<file path="src/rtl/cp0_unit_pkg.sv">
// cp0_unit_pkg: shared constants for the coprocessor-0 block.
//   CP0 register numbers, ExcCode values, exception vectors and
//   Status/Cause bit positions used by cp0_unit and cp0_timer.
//   No ports (package).
package cp0_unit_pkg;

    // CP0 register numbers (select 0)
    localparam logic [4:0] CP0_REG_BADVADDR = 5'd8;
    localparam logic [4:0] CP0_REG_COUNT    = 5'd9;
    localparam logic [4:0] CP0_REG_COMPARE  = 5'd11;
    localparam logic [4:0] CP0_REG_STATUS   = 5'd12;
    localparam logic [4:0] CP0_REG_CAUSE    = 5'd13;
    localparam logic [4:0] CP0_REG_EPC      = 5'd14;
    localparam logic [4:0] CP0_REG_PRID     = 5'd15;
    localparam logic [4:0] CP0_REG_CONFIG   = 5'd16;

    typedef enum logic [4:0] {
        EXC_INT  = 5'd0,
        EXC_ADEL = 5'd4,
        EXC_ADES = 5'd5,
        EXC_SYS  = 5'd8,
        EXC_BP   = 5'd9,
        EXC_RI   = 5'd10,
        EXC_OV   = 5'd12,
        EXC_TR   = 5'd13
    } exc_code_e;

    localparam logic [31:0] EXC_VEC_BOOT = 32'hBFC0_0380;
    localparam logic [31:0] EXC_VEC_NORM = 32'h8000_0180;

    // Status bits that are fixed at their reset value (CU0, BEV)
    localparam logic [31:0] STATUS_FIXED = 32'h1040_0000;

    localparam int STATUS_IE  = 0;
    localparam int STATUS_EXL = 1;
    localparam int STATUS_BEV = 22;
    localparam int CAUSE_TI   = 30;
    localparam int CAUSE_BD   = 31;

endpackage

</file>
<file path="src/rtl/cp0_timer.sv">
// cp0_timer: Count/Compare timer with clock divider and sticky TI flag.
//   Only instantiated when CP0_TIMER_EN is defined.
// Ports:
//   clk, rst           clock, async active-high reset
//   count_we_i         mtc0 Count this cycle
//   compare_we_i       mtc0 Compare this cycle
//   data_i             mtc0 write data
//   count_o, compare_o current register values
//   ti_o               timer interrupt (sticky until Compare write)
module cp0_timer #(
    parameter int COUNT_DIV = 2
) (
    input  logic        clk,
    input  logic        rst,
    input  logic        count_we_i,
    input  logic        compare_we_i,
    input  logic [31:0] data_i,
    output logic [31:0] count_o,
    output logic [31:0] compare_o,
    output logic        ti_o
);

    logic [3:0]  div_q, div_d;
    logic [31:0] count_q, count_d;
    logic [31:0] compare_q, compare_d;
    logic        ti_q, ti_d;
    logic        wrap;
    logic [31:0] count_inc;

    assign wrap      = (div_q == 4'(COUNT_DIV - 1));
    assign count_inc = count_q + 32'd1;

    always_comb begin
        div_d     = div_q + 4'd1;
        count_d   = count_q;
        compare_d = compare_q;
        ti_d      = ti_q;
        if (count_we_i) begin
            count_d = data_i;
            div_d   = 4'd0;
        end else if (wrap) begin
            div_d   = 4'd0;
            count_d = count_inc;
            // match is taken against the value Count is about to hold
            if (count_inc == compare_q) ti_d = 1'b1;
        end
        // a Compare write beats a same-cycle match
        if (compare_we_i) begin
            compare_d = data_i;
            ti_d      = 1'b0;
        end
    end

    always_ff @(posedge clk or posedge rst) begin
        if (rst) begin
            div_q     <= 4'd0;
            count_q   <= 32'd0;
            compare_q <= 32'd0;
            ti_q      <= 1'b0;
        end else begin
            div_q     <= div_d;
            count_q   <= count_d;
            compare_q <= compare_d;
            ti_q      <= ti_d;
        end
    end

    assign count_o   = count_q;
    assign compare_o = compare_q;
    assign ti_o      = ti_q;

endmodule

</file>
<file path="src/rtl/cp0_unit.sv">
// cp0_unit: MIPS coprocessor-0 register set, exception/ERET commit and
//   masked interrupt request.
//   Optional timer: define CP0_TIMER_EN to build Count/Compare/TI
//   (cp0_timer); otherwise Count/Compare read 0 and TI is 0.
// Ports:
//   clk, rst                     clock, async active-high reset
//   we_i, waddr_i, data_i        mtc0 write
//   raddr_i, data_o              mfc0 read (combinational, no bypass)
//   hw_int_i                     level hardware interrupts
//   exc_valid_i, exc_code_i,
//   exc_pc_i, exc_bd_i,
//   exc_badvaddr_i               committed exception
//   eret_i                       committed ERET
//   status_o, cause_o, epc_o     live register values
//   int_req_o                    enabled interrupt pending
//   flush_o, redirect_pc_o       same-cycle pipeline redirect
module cp0_unit
    import cp0_unit_pkg::*;
#(
    parameter int          NUM_HW_INT = 6,
    parameter int          COUNT_DIV  = 2,
    parameter logic [31:0] PRID_VAL   = 32'h004c_0102,
    parameter logic [31:0] CONFIG_VAL = 32'h0000_8000
) (
    input  logic                  clk,
    input  logic                  rst,
    input  logic                  we_i,
    input  logic [4:0]            waddr_i,
    input  logic [4:0]            raddr_i,
    input  logic [31:0]           data_i,
    input  logic [NUM_HW_INT-1:0] hw_int_i,
    input  logic                  exc_valid_i,
    input  logic [4:0]            exc_code_i,
    input  logic                  eret_i,
    input  logic [31:0]           exc_pc_i,
    input  logic                  exc_bd_i,
    input  logic [31:0]           exc_badvaddr_i,
    output logic [31:0]           data_o,
    output logic [31:0]           status_o,
    output logic [31:0]           cause_o,
    output logic [31:0]           epc_o,
    output logic                  int_req_o,
    output logic                  flush_o,
    output logic [31:0]           redirect_pc_o
);

    logic [7:0]            im_q, im_d;
    logic                  exl_q, exl_d;
    logic                  ie_q, ie_d;
    logic [1:0]            ip_sw_q, ip_sw_d;
    logic [NUM_HW_INT-1:0] ip_hw_q;
    logic                  bd_q, bd_d;
    logic [4:0]            code_q, code_d;
    logic [31:0]           epc_q, epc_d;
    logic [31:0]           bva_q, bva_d;

    logic [31:0] count_v, compare_v;
    logic        ti;
    logic [5:0]  hw_ext;
    logic [7:0]  ip;
    logic        status_we, cause_we;

    assign status_we = we_i && (waddr_i == CP0_REG_STATUS);
    assign cause_we  = we_i && (waddr_i == CP0_REG_CAUSE);

`ifdef CP0_TIMER_EN
    cp0_timer #(.COUNT_DIV(COUNT_DIV)) u_timer (
        .clk          (clk),
        .rst          (rst),
        .count_we_i   (we_i && (waddr_i == CP0_REG_COUNT)),
        .compare_we_i (we_i && (waddr_i == CP0_REG_COMPARE)),
        .data_i       (data_i),
        .count_o      (count_v),
        .compare_o    (compare_v),
        .ti_o         (ti)
    );
`else
    logic unused_timer_bits;
    assign unused_timer_bits = ^{data_i[31:16], data_i[7:2]};
    assign count_v   = 32'd0;
    assign compare_v = 32'd0;
    assign ti        = 1'b0;
`endif

    // hardware lines sit at IP[2+k]; TI shares IP7 with line 5
    assign hw_ext = 6'(ip_hw_q);
    assign ip     = {hw_ext[5] | ti, hw_ext[4:0], ip_sw_q};

    always_comb begin
        im_d    = im_q;
        exl_d   = exl_q;
        ie_d    = ie_q;
        ip_sw_d = ip_sw_q;
        bd_d    = bd_q;
        code_d  = code_q;
        epc_d   = epc_q;
        bva_d   = bva_q;
        if (status_we) begin
            im_d  = data_i[15:8];
            exl_d = data_i[STATUS_EXL];
            ie_d  = data_i[STATUS_IE];
        end
        if (cause_we) ip_sw_d = data_i[9:8];
        // commit events override the mtc0 write on the fields they own
        if (exc_valid_i) begin
            if (!exl_q) begin
                epc_d = exc_bd_i ? exc_pc_i - 32'd4 : exc_pc_i;
                bd_d  = exc_bd_i;
            end
            exl_d  = 1'b1;
            code_d = exc_code_i;
            if (exc_code_i == EXC_ADEL || exc_code_i == EXC_ADES)
                bva_d = exc_badvaddr_i;
        end else if (eret_i) begin
            exl_d = 1'b0;
        end
    end

    always_ff @(posedge clk or posedge rst) begin
        if (rst) begin
            im_q    <= 8'd0;
            exl_q   <= 1'b0;
            ie_q    <= 1'b0;
            ip_sw_q <= 2'd0;
            ip_hw_q <= '0;
            bd_q    <= 1'b0;
            code_q  <= 5'd0;
            epc_q   <= 32'd0;
            bva_q   <= 32'd0;
        end else begin
            im_q    <= im_d;
            exl_q   <= exl_d;
            ie_q    <= ie_d;
            ip_sw_q <= ip_sw_d;
            ip_hw_q <= hw_int_i;
            bd_q    <= bd_d;
            code_q  <= code_d;
            epc_q   <= epc_d;
            bva_q   <= bva_d;
        end
    end

    assign status_o  = STATUS_FIXED | {16'd0, im_q, 6'd0, exl_q, ie_q};
    assign cause_o   = {bd_q, ti, 14'd0, ip, 1'b0, code_q, 2'b00};
    assign epc_o     = epc_q;
    assign int_req_o = ie_q && !exl_q && (|(ip & im_q));

    assign flush_o = exc_valid_i || eret_i;

    always_comb begin
        redirect_pc_o = 32'd0;
        if (exc_valid_i)
            redirect_pc_o = status_o[STATUS_BEV] ? EXC_VEC_BOOT : EXC_VEC_NORM;
        else if (eret_i)
            redirect_pc_o = epc_q;
    end

    always_comb begin
        case (raddr_i)
            CP0_REG_BADVADDR: data_o = bva_q;
            CP0_REG_COUNT:    data_o = count_v;
            CP0_REG_COMPARE:  data_o = compare_v;
            CP0_REG_STATUS:   data_o = status_o;
            CP0_REG_CAUSE:    data_o = cause_o;
            CP0_REG_EPC:      data_o = epc_q;
            CP0_REG_PRID:     data_o = PRID_VAL;
            CP0_REG_CONFIG:   data_o = CONFIG_VAL;
            default:          data_o = 32'd0;
        endcase
    end

endmodule
</file>
<file path="config.mk">
export PLATFORM = sky130hd
export DESIGN_NAME = cp0_unit
export DESIGN_NICKNAME = d
export VERILOG_FILES = /design/src/rtl/cp0_unit_pkg.sv /design/src/rtl/cp0_timer.sv /design/src/rtl/cp0_unit.sv
export SDC_FILE = /design/constraint.sdc
export NUM_CORES = 1
export LEC_CHECK = 0
export ABC_AREA = 0
export BUFFER_PORTS_ARGS = -buffer_cell sky130_fd_sc_hd__clkbuf_2
export CAP_MARGIN = 10
export CORE_MARGIN = 4
export CORE_UTILIZATION = 44
export DETAILED_ROUTE_END_ITERATION = 12
export GPL_ROUTABILITY_DRIVEN = 0
export HOLD_SLACK_MARGIN = 0.08
export PLACE_DENSITY = 0.81
export SYNTH_ARGS = -nofsm -noshare
export SYNTH_HDL_FRONTEND = slang
export SYNTH_SLANG_ARGS = --single-unit
</file>
<file path="constraint.sdc">
create_clock -name clk -period 3.53 [get_ports clk]
set_clock_uncertainty 0.1 [all_clocks]
set_input_delay 0.706 -clock clk [delete_from_list [all_inputs] [get_ports clk]]
set_output_delay 0.706 -clock clk [all_outputs]
set_load 0.1 [all_outputs]
</file>
==> flow_summary.yaml, run 1 <==
placement:
  pre_cts_slack_ps: 445
  placed_area_mm2: 0.00695
  dp_hpwl_mm: 13.2
  numPortBuffers: 222
logic_synthesis:
  yosysSeqAreaShare: 0.437
  yosysTopAreaCellShare: 0.437
  synth_top_family_by_area: "simple AND/OR/NAND/NOR gates"
  ys_seq_elements: 88
  async_flop_share: 1.00
  muxShareOfSynthArea: 0.128
  synth_fa_ha_area_frac: 0.00248
  synth_area_leaders: "dfrtp_1, mux2_2, buf_4, nand2_1, o21ai_0"
  synthXorXnorAreaFrac: 0.0174
  yosysTopAreaCell: "dfrtp_1"
  synth_cells: 511
  synth_compound_area_frac: 0.149
  synth_ff_type: "dfrtp_1"
  synth_warnings: 0
  postSynthAreaPerCell_um2: 9.87
  synth.distinct_cells: 45
  syn_area_mm2: 0.00504
  synth_edf_count: 0
  synthSimpleGateAreaFrac: 0.171
floorplan:
  die_w_um: 115
  start_util: 0.457
  core-area_mm2: 0.0110
  die-area_mm2: 0.0132
  ios: 285
  rows: 38
  die_h_um: 115
worst_setup_path:
  slowest_delay_ps: 540
  path_class: "in -> out"
  path_cells: "clkbuf_2 -> nand3b_1 -> nor2_1 -> a222oi_1 -> inv_1 -> buf_12"
  ff2ff_path_depth: 2
  worstPathMaxFanout: 9
  cp-start-kind: "input port"
  crit_required_ps: 2720
  cpMaxStageDelayCell: "nor2_1"
  worst_ep_arrival_time_ps: 2310
  cpLargestDelayFamily: "simple AND/OR/NAND/NOR gates"
  reg2reg_slack_ps: 1940
  cp.depth: 6
  endpoint_kind: "primary output"
  crit_buf_inv: 3
detailed_routing:
  route.detailed.wl_per_inst_um: 19.6
  via_per_inst: 5.50
  drtAntennaViolNets: 0
  initialDrtViolationCount: 429
  vias: 4750
  wirelength_mm: 16.9
  drc_errors: 0
  dr.pass1.iters: 8
clock_tree:
  cts_max_level: 3
  cts-root-buf: "clkbuf_16"
  hold_buffers: 0
  numCtsBuffers: 9
  clk_path_buf_depth: 2
  cts_tree: "yes"
  cts.clk_slew.worst_paths_ps: 70
  cts_setup_buffers: 0
  worstSkewPairLatency_ps: 330
  cts_resized: 0
  clock-sinks: 88
worst_hold_path:
  hp-class: "in -> async"
power_and_ir_drop:
  clock_power_share: 0.250
  p_sw_uw: 2110
  p_comb_frac: 0.435
  p_int_uw: 2300
  power_leakage_uw: 0.00345
  seq_power_share: 0.315
  ir_drop_v: 0.000430
  swShare: 0.478
  p_per_area_mw_per_mm2: 604
timing:
  timing.final.ws_setup_ps: 416
  timing.final.crit_period_ps: 3110
  setup_viol: 0
  rsz0062_at_grt: "no"
  period_share: 0.882
  finalHoldViolCount: 0
  relSlewSlack: 0.472
  timing.fmax_mhz: 321
  setup_tns_ps: 0
  tightest_slew_ps: 791
  final_max_slew_viol_count: 0
layout:
  antenna_cells: 0
  fin_nets: 843
  syn_to_final_growth_pct: 44.7
  drive_gt1_frac: 0.436
  fin_area_mm2: 0.00730
  mostFrequentLayoutCells: "clkbuf_2, dfrtp_1, buf_12"
  final_common_cell: "clkbuf_2"
outcome:
  status: "finished clean"
grt:
  grt_pass1_vias: 4651
  grt_max_degree: 46
  grt_pass1_wl_mm: 25.5
  antenna_found_initial: 0
  grt_overflow: 0
  grt_usage: 0.249
flow_run:
  drv_cap: 0
[registers in the layout, indices dropped and copies added (netlist names)]
register	count
im_q	8
exl_q	1
bd_q	1
epc_o	32
ip_sw_q	2
code_q	5
ie_q	1
bva_q	32
hw_ext	6
[layer usage]
layer	track usage	vias to the layer above	wire (um)
met5	0	-	0
met4	0.0900	0	442
met3	0.0479	36	1330
met2	0.436	245	8820
met1	0.304	2290	6300
li1	-	2179	-
[cell usage after synthesis, drive strengths merged, types with 11 or more instances]
| cell | count |
|---|---|
| mux2 | 50 |
| or4 | 11 |
| o31ai | 12 |
| and2 | 20 |
| nor2 | 37 |
| dfrtp | 88 |
| nand2 | 42 |
| a31oi | 19 |
| clkbuf | 22 |
| buf | 51 |
| o21ai | 29 |
| a21o | 12 |
| inv | 11 |
| a22o | 13 |
[final cells by class]
type                            count  area [um^2]
Clock buffer                       10          239
Clock inverter                      5          104
Fill cell                         860         3730
Inverter                           11         42.5
Multi-Input combinational cell    377         2550
Sequential cell                    88         2200
Tap cell                          140          175
Timing Repair Buffer              232         1980
[power by group through the flow]
| stage | combinational, uW | sequential [uW] | clock (uW) |
|---|---|---|---|
| floorplan | 886 | 2010 | 0 |
| global placement | 1900 | 1380 | 0 |
| detailed placement | 1920 | 1400 | 0 |
| CTS | 1930 | 1380 | 1120 |
| global route | 1990 | 1410 | 1160 |
| finish | 1920 | 1390 | 1100 |
[stage by stage]
step,utilization,power [uW],instances,hold WS (ps)
floorplan,-,2900,549,370
global placement,0.630,3280,848,388
detailed placement,0.630,3320,848,392
CTS,0.661,4430,863,369
global route,0.661,4560,863,366
finish,0.661,4410,863,368
[final timing paths]
path,startpoint,endpoint
worst min-delay path,rst,ie_q$_DFFE_PP0P_
worst max register to register,exl_q$_DFFE_PP0P_,epc_o[2]$_DFFE_PP0P_
min in group clk,hw_int_i[4],hw_ext[4]$_DFF_PP0_
worst max-delay path,raddr_i[4],data_o[4]
worst min register to register,bva_q[16]$_DFFE_PP0P_,bva_q[16]$_DFFE_PP0P_
max in group asynchronous,rst,epc_o[1]$_DFFE_PP0P_
[kinds of logic (layout without fill, tap and decap cells)]
| logic type | after synthesis | in the layout |
|---|---|---|
| simple gates | 158 | 158 |
| buf+inv | 84 | 258 |
| mux | 58 | 58 |
| other cells | 2 | 40 |
| flops | 88 | 88 |
| compound gates | 110 | 110 |
| fa+ha+maj | 1 | 1 |
| xor+xnor | 10 | 10 |
(Power assumes the default switching activity.)
==> run 2, diff against run 1 <==
--- a/config.mk
+++ b/config.mk
@@ -9,11 +9,11 @@
 export BUFFER_PORTS_ARGS = -buffer_cell sky130_fd_sc_hd__clkbuf_2
 export CAP_MARGIN = 10
 export CORE_MARGIN = 4
-export CORE_UTILIZATION = 44
+export CORE_UTILIZATION = 40
 export DETAILED_ROUTE_END_ITERATION = 12
 export GPL_ROUTABILITY_DRIVEN = 0
 export HOLD_SLACK_MARGIN = 0.08
-export PLACE_DENSITY = 0.81
+export PLACE_DENSITY = 0.75
 export SYNTH_ARGS = -nofsm -noshare
 export SYNTH_HDL_FRONTEND = slang
 export SYNTH_SLANG_ARGS = --single-unit
==> flow_summary.yaml, run 2 (synthesis results as in run 1) <==
grt:
  grt_pass1_wl_mm: 25.9
  grt_overflow: 0
  antenna_found_initial: 0
  grt_max_degree: 89
  grt_pass1_vias: 4836
  grt_usage: 0.228
worst_setup_path:
  slowest_delay_ps: 380
  ff2ff_path_depth: 2
  reg2reg_from: "exl_q$_DFFE_PP0P_"
  path_cells: "clkbuf_2 -> nor4_2 -> buf_4 -> a222oi_1 -> inv_1 -> buf_12"
  crit_required_ps: 2720
  cp-start-kind: "input port"
  cpMaxStageDelayCell: "buf_4"
  reg2reg_slack_ps: 1960
  path_class: "in -> out"
  worstPathMaxFanout: 32
  r2r_end: "epc_o[11]$_DFFE_PP0P_"
  worst_ep_arrival_time_ps: 2240
  endpoint_kind: "primary output"
placement:
  placed_area_mm2: 0.00699
  dp_hpwl_mm: 13.1
  numPortBuffers: 222
clock_tree:
  cts_tree: "yes"
  cts_setup_buffers: 0
  cts.clk_slew.worst_paths_ps: 70
  cts-root-buf: "clkbuf_16"
  worstSkewPairLatency_ps: 340
  cts_max_level: 3
  hold_buffers: 0
  clk_path_buf_depth: 2
  numCtsBuffers: 9
  cts_resized: 0
  clock-sinks: 88
layout:
  mostFrequentLayoutCells: "clkbuf_2, dfrtp_1, buf_12"
  multi_input_area_mm2: 0.00255
  fin_util: 0.603
  final_common_cell: "clkbuf_2"
  fin_area_mm2: 0.00733
  register_area_mm2: 0.00220
  fin_nets: 843
  fill_cells: 1025
  drive_gt1_frac: 0.436
  syn_to_final_growth_pct: 45.4
  antenna_cells: 0
timing:
  final_max_slew_viol_count: 0
  setup_tns_ps: 0
  period_share: 0.862
  finalHoldViolCount: 0
  rsz0062_at_grt: "no"
  timing.fmax_mhz: 329
  setup_viol: 0
  tightest_slew_ps: 737
  timing.final.crit_period_ps: 3040
  relSlewSlack: 0.509
floorplan:
  start_util: 0.415
  die_h_um: 120
  die_w_um: 120
  ios: 285
  core-area_mm2: 0.0122
  rows: 40
  die-area_mm2: 0.0145
outcome:
  status: "finished clean"
worst_hold_path:
  hp-class: "in -> async"
power_and_ir_drop:
  ir_drop_v: 0.000311
  p_per_area_mw_per_mm2: 601
  power_leakage_uw: 0.00345
  finalPower_uw: 4410
detailed_routing:
  drtAntennaViolNets: 0
  wirelength_mm: 16.9
  drc_errors: 0
  vias: 4708
  initialDrtViolationCount: 264
  dr.pass1.iters: 5
  route.detailed.wl_per_inst_um: 19.0
  via_per_inst: 5.28
flow_run:
  drv_cap: 0
-- run 2: cell count changes in the layout (fill, tap and decap cells not counted), sizes merged --
cell / change
clkinv: +2
inv: -1
clkbuf: -1
clkinvlp: +1
-- run 2: through the flow --
| step | std cells | worst slack [ps] | hold slack, ps |
|---|---|---|---|
| 4_1_cts | 892 | 520 | 361 |
| 3_3_place_gp | 876 | 530 | 386 |
| 6_report | 892 | 487 | 332 |
| 5_1_grt | 892 | 373 | 359 |
| 2_1_floorplan | 549 | -739 | 370 |
| 3_5_place_dp | 876 | 491 | 393 |
-- run 2: critical path, delay by kind of cell --
| kind | cells | cell delay (ps) |
|---|---|---|
| compound gates | 1 | 200 |
| simple gates | 1 | 340 |
| buf+inv | 4 | 970 |
-- run 2: final cells by class --
class                           count  share of cell area
Sequential cell                    88               0.300
Multi-Input combinational cell    377               0.348
Timing Repair Buffer              232               0.270
Clock buffer                        9              0.0307
Tap cell                          168              0.0287
Inverter                           11             0.00580
Clock inverter                      7              0.0164
-- run 2: layer usage --
layer | share of wire | up-vias | global-route usage
met2 | 0.51 | 201 | 0.404
met1 | 0.40 | 2309 | 0.273
met3 | 0.069 | 29 | 0.0486
li1 | - | 2169 | -
met5 | 0 | - | 0
met4 | 0.023 | 0 | 0.0850
-- run 2: how the worst max path moves through the flow --
stage	start	endpoint	slack, ps	cells past startpoint
finish	raddr_i[1]	data_o[31]	490	6
global route	raddr_i[1]	data_o[31]	370	6
CTS	raddr_i[1]	data_o[31]	520	6
detailed placement	exc_pc_i[2]	epc_o[24]$_DFFE_PP0P_	490	7
global placement	exc_pc_i[2]	epc_o[22]$_DFFE_PP0P_	530	7
floorplan	raddr_i[0]	data_o[0]	-740	3
-- run 2: power by group --
group / switching, uW / internal (uW) / total (uW)
logic: 1520 / 398 / 1920
clock network: 409 / 693 / 1100
registers: 197 / 1190 / 1390
total: 2120 / 2280 / 4410
==> run 3, diff against run 2 <==
--- a/config.mk
+++ b/config.mk
@@ -9,11 +9,11 @@
 export BUFFER_PORTS_ARGS = -buffer_cell sky130_fd_sc_hd__clkbuf_2
 export CAP_MARGIN = 10
 export CORE_MARGIN = 4
-export CORE_UTILIZATION = 40
+export CORE_UTILIZATION = 34
 export DETAILED_ROUTE_END_ITERATION = 12
 export GPL_ROUTABILITY_DRIVEN = 0
 export HOLD_SLACK_MARGIN = 0.08
-export PLACE_DENSITY = 0.75
+export PLACE_DENSITY = 0.65
 export SYNTH_ARGS = -nofsm -noshare
 export SYNTH_HDL_FRONTEND = slang
 export SYNTH_SLANG_ARGS = --single-unit
==> flow_summary.yaml, run 3 (synthesis results as in run 1) <==
floorplan:
  rows: 44
  ios: 285
  core-area_mm2: 0.0145
  start_util: 0.347
  die-area_mm2: 0.0168
  die_h_um: 130
  die_w_um: 130
timing:
  tightest_slew_ps: 808
  finalHoldViolCount: 0
  timing.final.crit_period_ps: 3070
  relSlewSlack: 0.459
  rsz0062_at_grt: "no"
  final_max_slew_viol_count: 0
  period_share: 0.870
  setup_viol: 0
  timing.fmax_mhz: 325
layout:
  mostFrequentLayoutCells: "clkbuf_2, dfrtp_1, buf_12"
  fin_util: 0.502
  fin_nets: 844
  final_common_cell: "clkbuf_2"
  antenna_cells: 0
  syn_to_final_growth_pct: 44.5
  drive_gt1_frac: 0.436
worst_setup_path:
  cp-startpoint: "raddr_i[4]"
  reg2reg_from: "exl_q$_DFFE_PP0P_"
  endpoint: "data_o[4]"
  endpoint_kind: "primary output"
  cp.depth: 6
  worstPathMaxFanout: 8
  ff2ff_path_depth: 2
  path_cells: "clkbuf_2 -> nand3b_1 -> nor2_1 -> a222oi_1 -> inv_1 -> buf_12"
  crit_required_ps: 2720
  cp-start-kind: "input port"
  cpMaxStageDelayCell: "nor2_1"
  slowest_delay_ps: 550
  crit_buf_inv: 3
  reg2reg_slack_ps: 1920
  worst_ep_arrival_time_ps: 2270
  cpLargestDelayFamily: "simple AND/OR/NAND/NOR gates"
  path_class: "in -> out"
  r2r_end: "epc_o[10]$_DFFE_PP0P_"
grt:
  grt_pass1_vias: 4430
  grt_pass1_wl_mm: 25.0
  grt_usage: 0.195
  grt_max_degree: 42
  grt_overflow: 0
  antenna_found_initial: 0
power_and_ir_drop:
  ir_drop_v: 0.000236
  p_per_area_mw_per_mm2: 581
  finalPower_uw: 4230
  power_leakage_uw: 0.00343
detailed_routing:
  route.detailed.wl_per_inst_um: 18.6
  dr.pass1.iters: 4
  vias: 4580
  drtAntennaViolNets: 0
  initialDrtViolationCount: 212
  drc_errors: 0
  via_per_inst: 5.04
  wirelength_mm: 16.9
clock_tree:
  hold_buffers: 0
  cts.clk_slew.worst_paths_ps: 60
  cts_tree: "yes"
  worstSkewPairLatency_ps: 340
  cts_resized: 0
  cts_max_level: 3
  clock-sinks: 88
  cts-root-buf: "clkbuf_16"
  clk_path_buf_depth: 2
  numCtsBuffers: 9
  cts_setup_buffers: 0
placement:
  dp_hpwl_mm: 13.4
  numPortBuffers: 222
flow_run:
  drv_cap: 0
worst_hold_path:
  hp-class: "in -> async"
outcome:
  status: "finished clean"
[run 3: worst min path at each step]
stage | start | end | cells after the start
2_1_floorplan | bd_q$_DFFE_PP0P_ | bd_q$_DFFE_PP0P_ | 2
3_3_place_gp | bva_q[22]$_DFFE_PP0P_ | bva_q[22]$_DFFE_PP0P_ | 1
3_5_place_dp | bva_q[4]$_DFFE_PP0P_ | bva_q[4]$_DFFE_PP0P_ | 1
4_1_cts | rst | bva_q[29]$_DFFE_PP0P_ | 2
5_1_grt | rst | im_q[5]$_DFFE_PP0P_ | 2
6_report | rst | im_q[5]$_DFFE_PP0P_ | 2
[run 3: area by class of cell]
class | count | area (um^2)
clock buffer | 12 | 236
timing repair buffer | 233 | 1970
tap | 184 | 230
multi-input combinational | 377 | 2560
fill | 1365 | 7240
clock inverter | 4 | 45.0
sequential | 88 | 2200
inverter | 11 | 42.5
[run 3: layer usage]
| layer | routed length [um] | GRT usage | share of wire |
|---|---|---|---|
| met3 | 1220 | 0.0368 | 0.072 |
| met1 | 7130 | 0.259 | 0.42 |
| met2 | 8230 | 0.323 | 0.49 |
| met4 | 280 | 0.0623 | 0.017 |
| met5 | 0 | 0 | 0 |
[run 3: stage by stage]
stage          std cells  TNS (ps)  hold WS [ps]  area, um^2  setup WS, ps
2_1_floorplan        549     -1780           370        5230          -739
3_3_place_gp         893         0           388        7010           460
3_5_place_dp         893         0           394        7010           455
4_1_cts              909         0           308        7290           449
5_1_grt              909         0           346        7290           316
6_report             909         0           297        7290           458
[run 3: power breakdown]
part | switching [uW] | internal, uW | total (uW)
Combinational | 1510 | 397 | 1910
Sequential | 193 | 1190 | 1390
Clock | 395 | 546 | 941
